### src/rtl/jtgng_vtimer.sv
// Parametrised video timing generator: H/Hsub/V counters, blanking, syncs and init strobes.
// Optional frame counter enabled by defining JTGNG_VTIMER_FRMCNT_EN.
module jtgng_vtimer #(
  parameter int W          = 9,
  parameter int HCNT_START = 128,
  parameter int HCNT_END   = 511,
  parameter int VCNT_START = 250,
  parameter int VCNT_END   = 511,
  parameter int HINIT_POS  = 134,
  parameter int HB_START   = 135,
  parameter int HB_END     = 263,
  parameter int OBJ_OFFSET = 3,
  parameter int HS_START   = 178,
  parameter int HS_END     = 206,
  parameter int VB_START   = 496,
  parameter int VB_END     = 272,
  parameter int VS_START   = 507,
  parameter int VS_END     = 510
)(
  input  logic         clk,
  input  logic         rst_n,
  input  logic         cen12,
  input  logic         cen6,
  input  logic         flip,
  output logic [W-1:0] H,
  output logic         Hsub,
  output logic [W-1:0] V,
  output logic         Hinit,
  output logic         Vinit,
  output logic         LHBL,
  output logic         LHBL_obj,
  output logic         LVBL,
  output logic         HS,
  output logic         VS,
  output logic [7:0]   frame_cnt
);

  localparam int HLEN = HCNT_END + 1 - HCNT_START;

  // Object blanking leads the main blanking; positions falling before the line start wrap to its end.
  function automatic logic [W-1:0] obj_pos(input int hb);
    logic [W:0] raw;
    raw = (W+1)'(hb - OBJ_OFFSET);
    if (raw < (W+1)'(HCNT_START)) raw = raw + (W+1)'(HLEN);
    return raw[W-1:0];
  endfunction

  localparam logic [W-1:0] HSTART = W'(HCNT_START);
  localparam logic [W-1:0] HEND   = W'(HCNT_END);
  localparam logic [W-1:0] VSTART = W'(VCNT_START);
  localparam logic [W-1:0] VEND   = W'(VCNT_END);
  localparam logic [W-1:0] HINI   = W'(HINIT_POS);
  localparam logic [W-1:0] HBS    = W'(HB_START);
  localparam logic [W-1:0] HBE    = W'(HB_END);
  localparam logic [W-1:0] OBJ0   = obj_pos(HB_START);
  localparam logic [W-1:0] OBJ1   = obj_pos(HB_END);
  localparam logic [W-1:0] HSS    = W'(HS_START);
  localparam logic [W-1:0] HSE    = W'(HS_END);
  localparam logic [W-1:0] VBS    = W'(VB_START);
  localparam logic [W-1:0] VBE    = W'(VB_END);
  localparam logic [W-1:0] VSS    = W'(VS_START);
  localparam logic [W-1:0] VSE    = W'(VS_END);

  logic lhbl_p0, lhbl_p1, lhbl_sel;

  always_ff @(posedge clk or negedge rst_n) begin
    if (!rst_n) begin
      H     <= HSTART;
      Hsub  <= 1'b0;
      Hinit <= 1'b0;
    end else if (cen12) begin
      Hsub  <= ~Hsub;
      Hinit <= (H == HINI);
      if (Hsub && H == HEND) H <= HSTART;
      else                   H <= H + W'(Hsub);
    end
  end

  always_ff @(posedge clk or negedge rst_n) begin
    if (!rst_n) begin
      V     <= VSTART;
      Vinit <= 1'b1;
    end else if (cen6 && H == HEND) begin
      Vinit <= (V == VEND);
      V     <= (V == VEND) ? VSTART : V + 1'b1;
    end
  end

  // Event stage p0; p1 is the extra delay used when the screen is flipped
  always_ff @(posedge clk or negedge rst_n) begin
    if (!rst_n) begin
      lhbl_p0  <= 1'b0;
      lhbl_p1  <= 1'b0;
      lhbl_sel <= 1'b0;
      LHBL_obj <= 1'b0;
      LVBL     <= 1'b0;
      HS       <= 1'b0;
      VS       <= 1'b0;
    end else if (cen6) begin
      lhbl_p1 <= lhbl_p0;
      if (H == HBS)      lhbl_p0 <= 1'b0;
      else if (H == HBE) lhbl_p0 <= 1'b1;
      // flip is sampled only on blanking edges so a mid-line change cannot glitch LHBL
      if (H == HBS || H == HBE) lhbl_sel <= flip;
      if (H == OBJ0)      LHBL_obj <= 1'b0;
      else if (H == OBJ1) LHBL_obj <= 1'b1;
      if (H == HSS)      HS <= 1'b1;
      else if (H == HSE) HS <= 1'b0;
      if (H == HBS) begin
        if (V == VBS)      LVBL <= 1'b0;
        else if (V == VBE) LVBL <= 1'b1;
        if (V == VSS)      VS <= 1'b1;
        else if (V == VSE) VS <= 1'b0;
      end
    end
  end

  assign LHBL = lhbl_sel ? lhbl_p1 : lhbl_p0;

`ifdef JTGNG_VTIMER_FRMCNT_EN
  always_ff @(posedge clk or negedge rst_n) begin
    if (!rst_n)                                frame_cnt <= 8'd0;
    else if (cen6 && H == HEND && V == VEND)   frame_cnt <= frame_cnt + 8'd1;
  end
`else
  assign frame_cnt = 8'd0;
`endif

  cen6_needs_cen12: assert property (@(posedge clk) disable iff (!rst_n) cen6 |-> cen12);

endmodule
### config.mk
export PLATFORM = sky130hd
export DESIGN_NAME = jtgng_vtimer
export DESIGN_NICKNAME = d
export VERILOG_FILES = /design/src/rtl/jtgng_vtimer.sv
export SDC_FILE = /design/constraint.sdc
export NUM_CORES = 1
export LEC_CHECK = 0
export CAP_MARGIN = 40
export CORE_ASPECT_RATIO = 1.2
export CORE_UTILIZATION = 49
export DETAILED_ROUTE_END_ITERATION = 7
export GPL_TIMING_DRIVEN = 0
export HOLD_SLACK_MARGIN = 0.02
export PLACE_DENSITY = 0.83
export SYNTH_ARGS = -nofsm -noshare
export SYNTH_HDL_FRONTEND = slang
export SYNTH_SLANG_ARGS = --single-unit
export TNS_END_PERCENT = 50
### constraint.sdc
create_clock -name clk -period 3 [get_ports clk]
set_clock_uncertainty 0.2 [all_clocks]
set_input_delay 0.9 -clock clk [delete_from_list [all_inputs] [get_ports clk]]
set_output_delay 0.9 -clock clk [all_outputs]
set_load 0.005 [all_outputs]
# After elaboration in Yosys (flattened, before gate mapping)
# Index checks and enable logic that the tools add are counted.
# totals
regBits,28
input_bits,5
wordCells,55
# op_classes
n_eq_ne,13
n_mux,13
add_sub_neg,2
reduce_logical,14
bitwise,1
# ops
cell,n
$eq A9 B9 Y1 const B,8
$eq A9 B8 Y1 const B,5
$mux W9,2
$mux W1,11
$reduce_bool A2 Y1,5
$add A9 B1 Y9,1
$add A9 B1 Y9 const B,1
$reduce_and A2 Y1,4
$reduce_and A3 Y1,2
$logic_and A1 B1 Y1,2
$logic_or A1 B1 Y1,1
$not A1 Y1,1

# Depth between registers and ports, before layout
# Gate-level depths: netlist (run 1).
# logic_depth
word_depth,3
depth_mapped,9
ltp_nobuf,8

# Least setup slack after synthesis (run 1)
# OpenSTA, ideal clock, no wires.
# synth_timing
path_kind,input -> register
from,input cen12
to,register H[0]
t_required_ns,2.651
setup_ns,0.149
path_stages,5
t_arrival_ns,2.113
path_slack_ns,0.538
path_cell_list,clkbuf_1 and3_1 nand4_1 nor3_1 nor2_1
# synth_lines
item,line_no,source
from (decl),22,"input logic cen12,"
to (signal assigned),75,else H <= H + W'(Hsub);
to (decl),25,"output logic [W-1:0] H,"

# Worst setup path in the final report (run 1)
# layout_timing
from,input cen6
to,register V[5]
# layout_between
elab_chain_cells,1
# layout_lines
item,line_no,source
from (decl),23,"input logic cen6,"
$logic_and A1 B1 Y1,83,end else if (cen6 && H == HEND) begin
to (signal assigned),85,V <= (V == VEND) ? VSTART : V + 1'b1;
to (decl),27,"output logic [W-1:0] V,"
# Every way passes these cells.
# A chain may end at the register's enable or synchronous reset.

==> results of run 1 <==
==> power breakdown <==
group | internal [mW] | total, mW | switching, mW
logic | 0.173 | 0.308 | 0.135
clock network | 0.135 | 0.254 | 0.119
registers | 0.422 | 0.507 | 0.0849
==> critical path, stage by stage <==
cell,delay (ns)
clkdlybuf4s50_1,0.54
nand3_1,0.14
nor4_1,0.76
buf_2,0.29
a21oi_1,0.08
a41oi_1,0.17
==> logic make-up (layout without fill, tap and decap cells) <==
kind of cell | count (synthesis) | in the layout | synth area share (%)
XOR/XNOR | 7 | 7 | 3.81
AND/OR/NAND/NOR | 68 | 68 | 22.8
adder cells (fa/ha/maj) | 6 | 6 | 4.66
buffers and inverters | 24 | 60 | 8.00
multiplexers | 5 | 5 | 3.34
AO/OA/AOI/OAI | 32 | 32 | 13.0
flip-flops | 28 | 28 | 44.1
other | 1 | 8 | 0.233
==> worst paths after layout <==
kind	to	slack [ns]	startpoint
min reg2reg	Vinit$_DFFE_PN1P_	0.28	Vinit$_DFFE_PN1P_
min in group asynchronous	H[1]$_DFFE_PN0P_	0.72	rst_n
max	V[5]$_DFFE_PN1P_	0.18	cen6
max reg2reg	V[5]$_DFFE_PN1P_	0.49	H[7]$_DFFE_PN1P_
min	Vinit$_DFFE_PN1P_	0.28	Vinit$_DFFE_PN1P_
max in group asynchronous	V[1]$_DFFE_PN1P_	1.28	rst_n
==> metrics by stage <==
step	setup slack [ns]	area, um^2	utilization (%)	total power [mW]
5_1_grt	0.0147	2060	66.9	1.13
3_5_place_dp	-0.140	2010	65.2	0.819
3_3_place_gp	-0.262	1970	64.0	0.795
4_1_cts	0.208	2060	66.9	1.07
2_1_floorplan	0.538	1640	-	0.664
6_report	0.185	2060	66.9	1.07
==> state kept, by name (all words and copies together) (netlist names) <==
signal    cells
Hsub          1
lhbl_sel      1
H             9
lhbl_p0       1
VS            1
V             9
Vinit         1
LHBL_obj      1
LVBL          1
lhbl_p1       1
HS            1
Hinit         1
==> cell usage after synthesis, drive strengths merged (2+ instances only) <==
master	instances	area share [%]
xor2	7	3.8
or2	3	1.2
mux2	3	2.1
nand3	7	2.2
or4	3	1.4
or3	4	1.9
a31oi	4	1.6
nand2b	5	1.9
o41ai	2	1.1
nor2	13	3.0
o21ai	9	2.8
nor4	2	0.78
dfstp	8	13
clkbuf	6	1.4
and3	3	1.2
buf	10	4.7
o31ai	4	1.9
a41oi	2	1.1
ha	6	4.7
nand4	7	2.7
mux2i	2	1.2
a21oi	5	1.6
dfrtp	20	31
nand2	14	3.3
inv	8	1.9
==> metal layers <==
metal / up-vias / wire length, um / share of wire, % / GRT usage, %
met2: 59 / 1970 / 54 / 41.9
met1: 701 / 1460 / 40 / 25.9
met5: - / 0 / 0 / 0
li1: 686 / - / - / -
met3: 4 / 208 / 5.7 / 2.58
met4: 0 / 34 / 0.93 / 8.01
==> final cells by class <==
type / count / area [um^2]
buffer: 16 / 98.8
clock buffer: 3 / 22.5
clock inverter: 1 / 30.0
fill: 263 / 1020
inverter: 8 / 30.0
multi-input combinational: 126 / 797
sequential: 28 / 711
tap: 36 / 45.0
timing repair buffer: 32 / 328
==> results_dict.tcl, run 1 <==
set metrics [dict create \
    status "finished clean" \
    irDropWorstVdd_uv 507 \
    die_w_um 54.3 \
    ant_nets 0 \
    cts.htree.levels 1 \
    num_rows 22 \
    drive_gt1_share_pct 15.9 \
    crit_type "in2reg" \
    avgSynthCellArea_um2 9.42 \
    area_growth_pct 28.0 \
    path_clk_slew_ns 0.16 \
    firstDrtPassIters 4 \
    drv_cap 0 \
    viasPerCell 5.80 \
    syn_area_um2 1610 \
    setup_viol 0 \
    cts_tree "built" \
    die_y_um 64.8 \
    hold_class "reg2reg" \
    final-instance-count-excl-fill 250 \
    overflow 0 \
    drt-initial-drc-count 66 \
    diodes 0 \
    worstPathArrival_ns 2.89 \
    layout_commonest_cell "clkdlybuf4s50_1" \
    initial_core_util_pct 52.2 \
    relSlewSlack_pct 40.1 \
    totalWireLength_mm 3.68 \
    place_congestion 0.918 \
    fin_nets 226 \
    core_area_um2 3080 \
    wire_per_inst_um 14.7 \
    async_flop_share_pct 100 \
    ys_warn_count 0 \
    holdBufCountCts 0 \
    rr_worst_depth 6 \
    yosysUniqueCellTypes 43 \
    post-cts-setup-buffer-count 0 \
    critPathMaxFanout 6 \
    powerDensity_nw_per_um2 519 \
    period_share_pct 93.8 \
    final_cell_mix "29 x clkdlybuf4s50_1, 20 x dfrtp_1, 14 x nand2_1" \
    cp-end-kind "flop" \
    required_ns 3.08 \
    timing.fmax_mhz 355 \
    numClockSinks 28 \
    cts_buffers 3 \
    drv_slew 0 \
    drc_errors 0 \
    tightest_slew_ns 0.890 \
    grtUsageTotal_pct 22.9 \
    synth_seq_area_share_pct 44.1 \
    place_inst 246 \
    finalSetupTns_ns 0 \
    critPathLaunchType "input pin" \
    cts_resized 0 \
    hold_violations 0 \
    holdPathStages 2 \
    ys.flop_type "dfrtp_1" \
    yosys_register_bits 28 \
    io_buffers 29 \
    dp_hpwl_mm 2.76 \
    hold_ws_ns 0.280 \
    grt_pass1_wl_mm 5.98 \
    vias 1450 \
    grt_max_degree 19 \
    grt_antenna_before_repair 0 \
    synth_cells 171 \
    fp.dieArea_um2 3520 \
    fin_crit_ns 2.82 \
    grt_pass1_vias 1433 \
    synth-edff-count 0 \
    cts_root_buf "clkbuf_4" \
    rsz0062_at_grt "false" \
    cts_max_path_buffers 2 \
    static-leakage-power_nw 0.920 \
    boundaryPins 39 \
    clkLatencyLatePin_ns 0.34 \
]
No activity file was read; power rests on OpenSTA's default activity.
==> run 2, diff against run 1 <==
--- a/config.mk
+++ b/config.mk
@@ -11,7 +11,7 @@
 export DETAILED_ROUTE_END_ITERATION = 7
 export GPL_TIMING_DRIVEN = 0
 export HOLD_SLACK_MARGIN = 0.02
-export PLACE_DENSITY = 0.83
+export PLACE_DENSITY = 0.79
 export SYNTH_ARGS = -nofsm -noshare
 export SYNTH_HDL_FRONTEND = slang
 export SYNTH_SLANG_ARGS = --single-unit
==> results_dict.tcl, run 2 (synthesis gave the netlist of run 1 again) <==
set metrics [dict create \
    status "finished clean" \
    dp_hpwl_mm 2.63 \
    crit_chain "clkdlybuf4s50_1, nand3_1, nor4_1, buf_2, a21oi_1, a41oi_1" \
    critPathMaxFanout 6 \
    fin_ws_ns 0.155 \
    numClockSinks 28 \
    overflow 0 \
    finalPower_mw 1.01 \
    setup_viol 0 \
    hold_violations 0 \
    drc_errors 0 \
    io_buffers 29 \
    place_congestion 0.871 \
    clkLatencyLatePin_ns 0.33 \
    cts_buffers 3 \
    cts_max_path_buffers 2 \
    required_ns 3.07 \
    cp-end-kind "flop" \
    area_growth_pct 27.0 \
    top_regs "H: 9 flops, V: 9 flops" \
    final-instance-count-excl-fill 250 \
    grt_max_degree 18 \
    critPathLaunchType "input pin" \
    grtUsageTotal_pct 22.8 \
    grt_antenna_before_repair 0 \
    firstDrtPassIters 4 \
    place_inst 246 \
    critical_path.slowest_cell "nor4_1" \
    fin_crit_ns 2.85 \
    tightest_slew_ns 0.891 \
    fp.dieArea_um2 3520 \
    cts.htree.levels 1 \
    grt_pass1_vias 1400 \
    cts_resized 0 \
    drv_cap 0 \
    hold_class "reg2reg" \
    initial_core_util_pct 52.2 \
    cts_tree "built" \
    holdBufCountCts 0 \
    grt_pass1_wl_mm 6.09 \
    rsz0062_at_grt "false" \
    fin_nets 226 \
    worstPathArrival_ns 2.91 \
    fill_cells 266 \
    relSlewSlack_pct 40.1 \
    drv_slew 0 \
    totalWireLength_mm 3.53 \
    boundaryPins 39 \
    dpl-instance-area_um2 2010 \
    timing.fmax_mhz 351 \
    static-leakage-power_nw 0.913 \
    cp.buffers_inverters 2 \
    viasPerCell 5.63 \
    cpLargestDelayFamily "simple AND/OR/NAND/NOR gates" \
    powerDensity_nw_per_um2 494 \
    path_clk_slew_ns 0.16 \
    ant_nets 0 \
    dp_slack_ns -0.189 \
    crit_type "in2reg" \
    drive_gt1_share_pct 15.9 \
    core_area_um2 3080 \
    num_rows 22 \
    cts_root_buf "clkbuf_4" \
    die_w_um 54.3 \
    final_cell_mix "29 x clkdlybuf4s50_1, 20 x dfrtp_1, 14 x nand2_1" \
    die_y_um 64.8 \
    worst_path_largest_cell_delay_ns 0.76 \
    vias 1408 \
    post-cts-setup-buffer-count 0 \
    diodes 0 \
    period_share_pct 94.8 \
    wire_per_inst_um 14.1 \
    fin_area_um2 2050 \
    irDropWorstVdd_uv 494 \
    layout_commonest_cell "clkdlybuf4s50_1" \
    drt-initial-drc-count 48 \
]
run 2: layout make-up:
class	count	area [um^2]	area share [%]
clock buffers	4	36.3	1.77
repair buffers	32	328	16.0
plain buffers	16	98.8	4.83
inverters	8	30.0	1.47
multi-input cells	126	797	39.0
well taps	36	45.0	2.20
flip-flops and latches	28	711	34.7
run 2: through the flow:
stage | utilization [%] | hold slack [ns] | setup TNS [ns]
after floorplan | - | 0.248 | 0
after global placement | 64.0 | 0.252 | -1.64
after detailed placement | 65.2 | 0.254 | -0.459
after CTS | 66.4 | 0.277 | 0
after global routing | 66.4 | 0.290 | 0
final | 66.4 | 0.270 | 0
run 2: worst paths after layout:
path                                    from           endpoint  slack, ns  depth (start not counted)
min in group asynchronous              rst_n   H[3]$_DFFE_PN0P_       0.75                          1
max                                     cen6   V[5]$_DFFE_PN1P_       0.15                          6
max reg2reg                 H[7]$_DFFE_PN1P_   V[5]$_DFFE_PN1P_       0.50                          6
min                        Vinit$_DFFE_PN1P_  Vinit$_DFFE_PN1P_       0.27                          2
min reg2reg                Vinit$_DFFE_PN1P_  Vinit$_DFFE_PN1P_       0.27                          2
max in group asynchronous              rst_n   V[1]$_DFFE_PN1P_       1.26                          2
run 2: tightest hold or removal path, stage by stage, from the launching register on:
cell	delay, ns
dfstp_2	0.40
nand2_1	0.05
nand2_1	0.05
run 2: power breakdown:
| part | leakage [nW] | internal (mW) | switching [mW] |
|---|---|---|---|
| combinational | 0.563 | 0.174 | 0.140 |
| clock | 0.0210 | 0.0743 | 0.116 |
| sequential | 0.330 | 0.422 | 0.0838 |
run 2: metal layers:
metal  global-route usage (%)  share of wire (%)  vias up
met3                     2.35                3.5        6
met5                        0                  0        -
li1                         -                  -      685
met1                     28.0                 42      672
met4                     8.65                1.1        0
met2                     39.3                 54       45
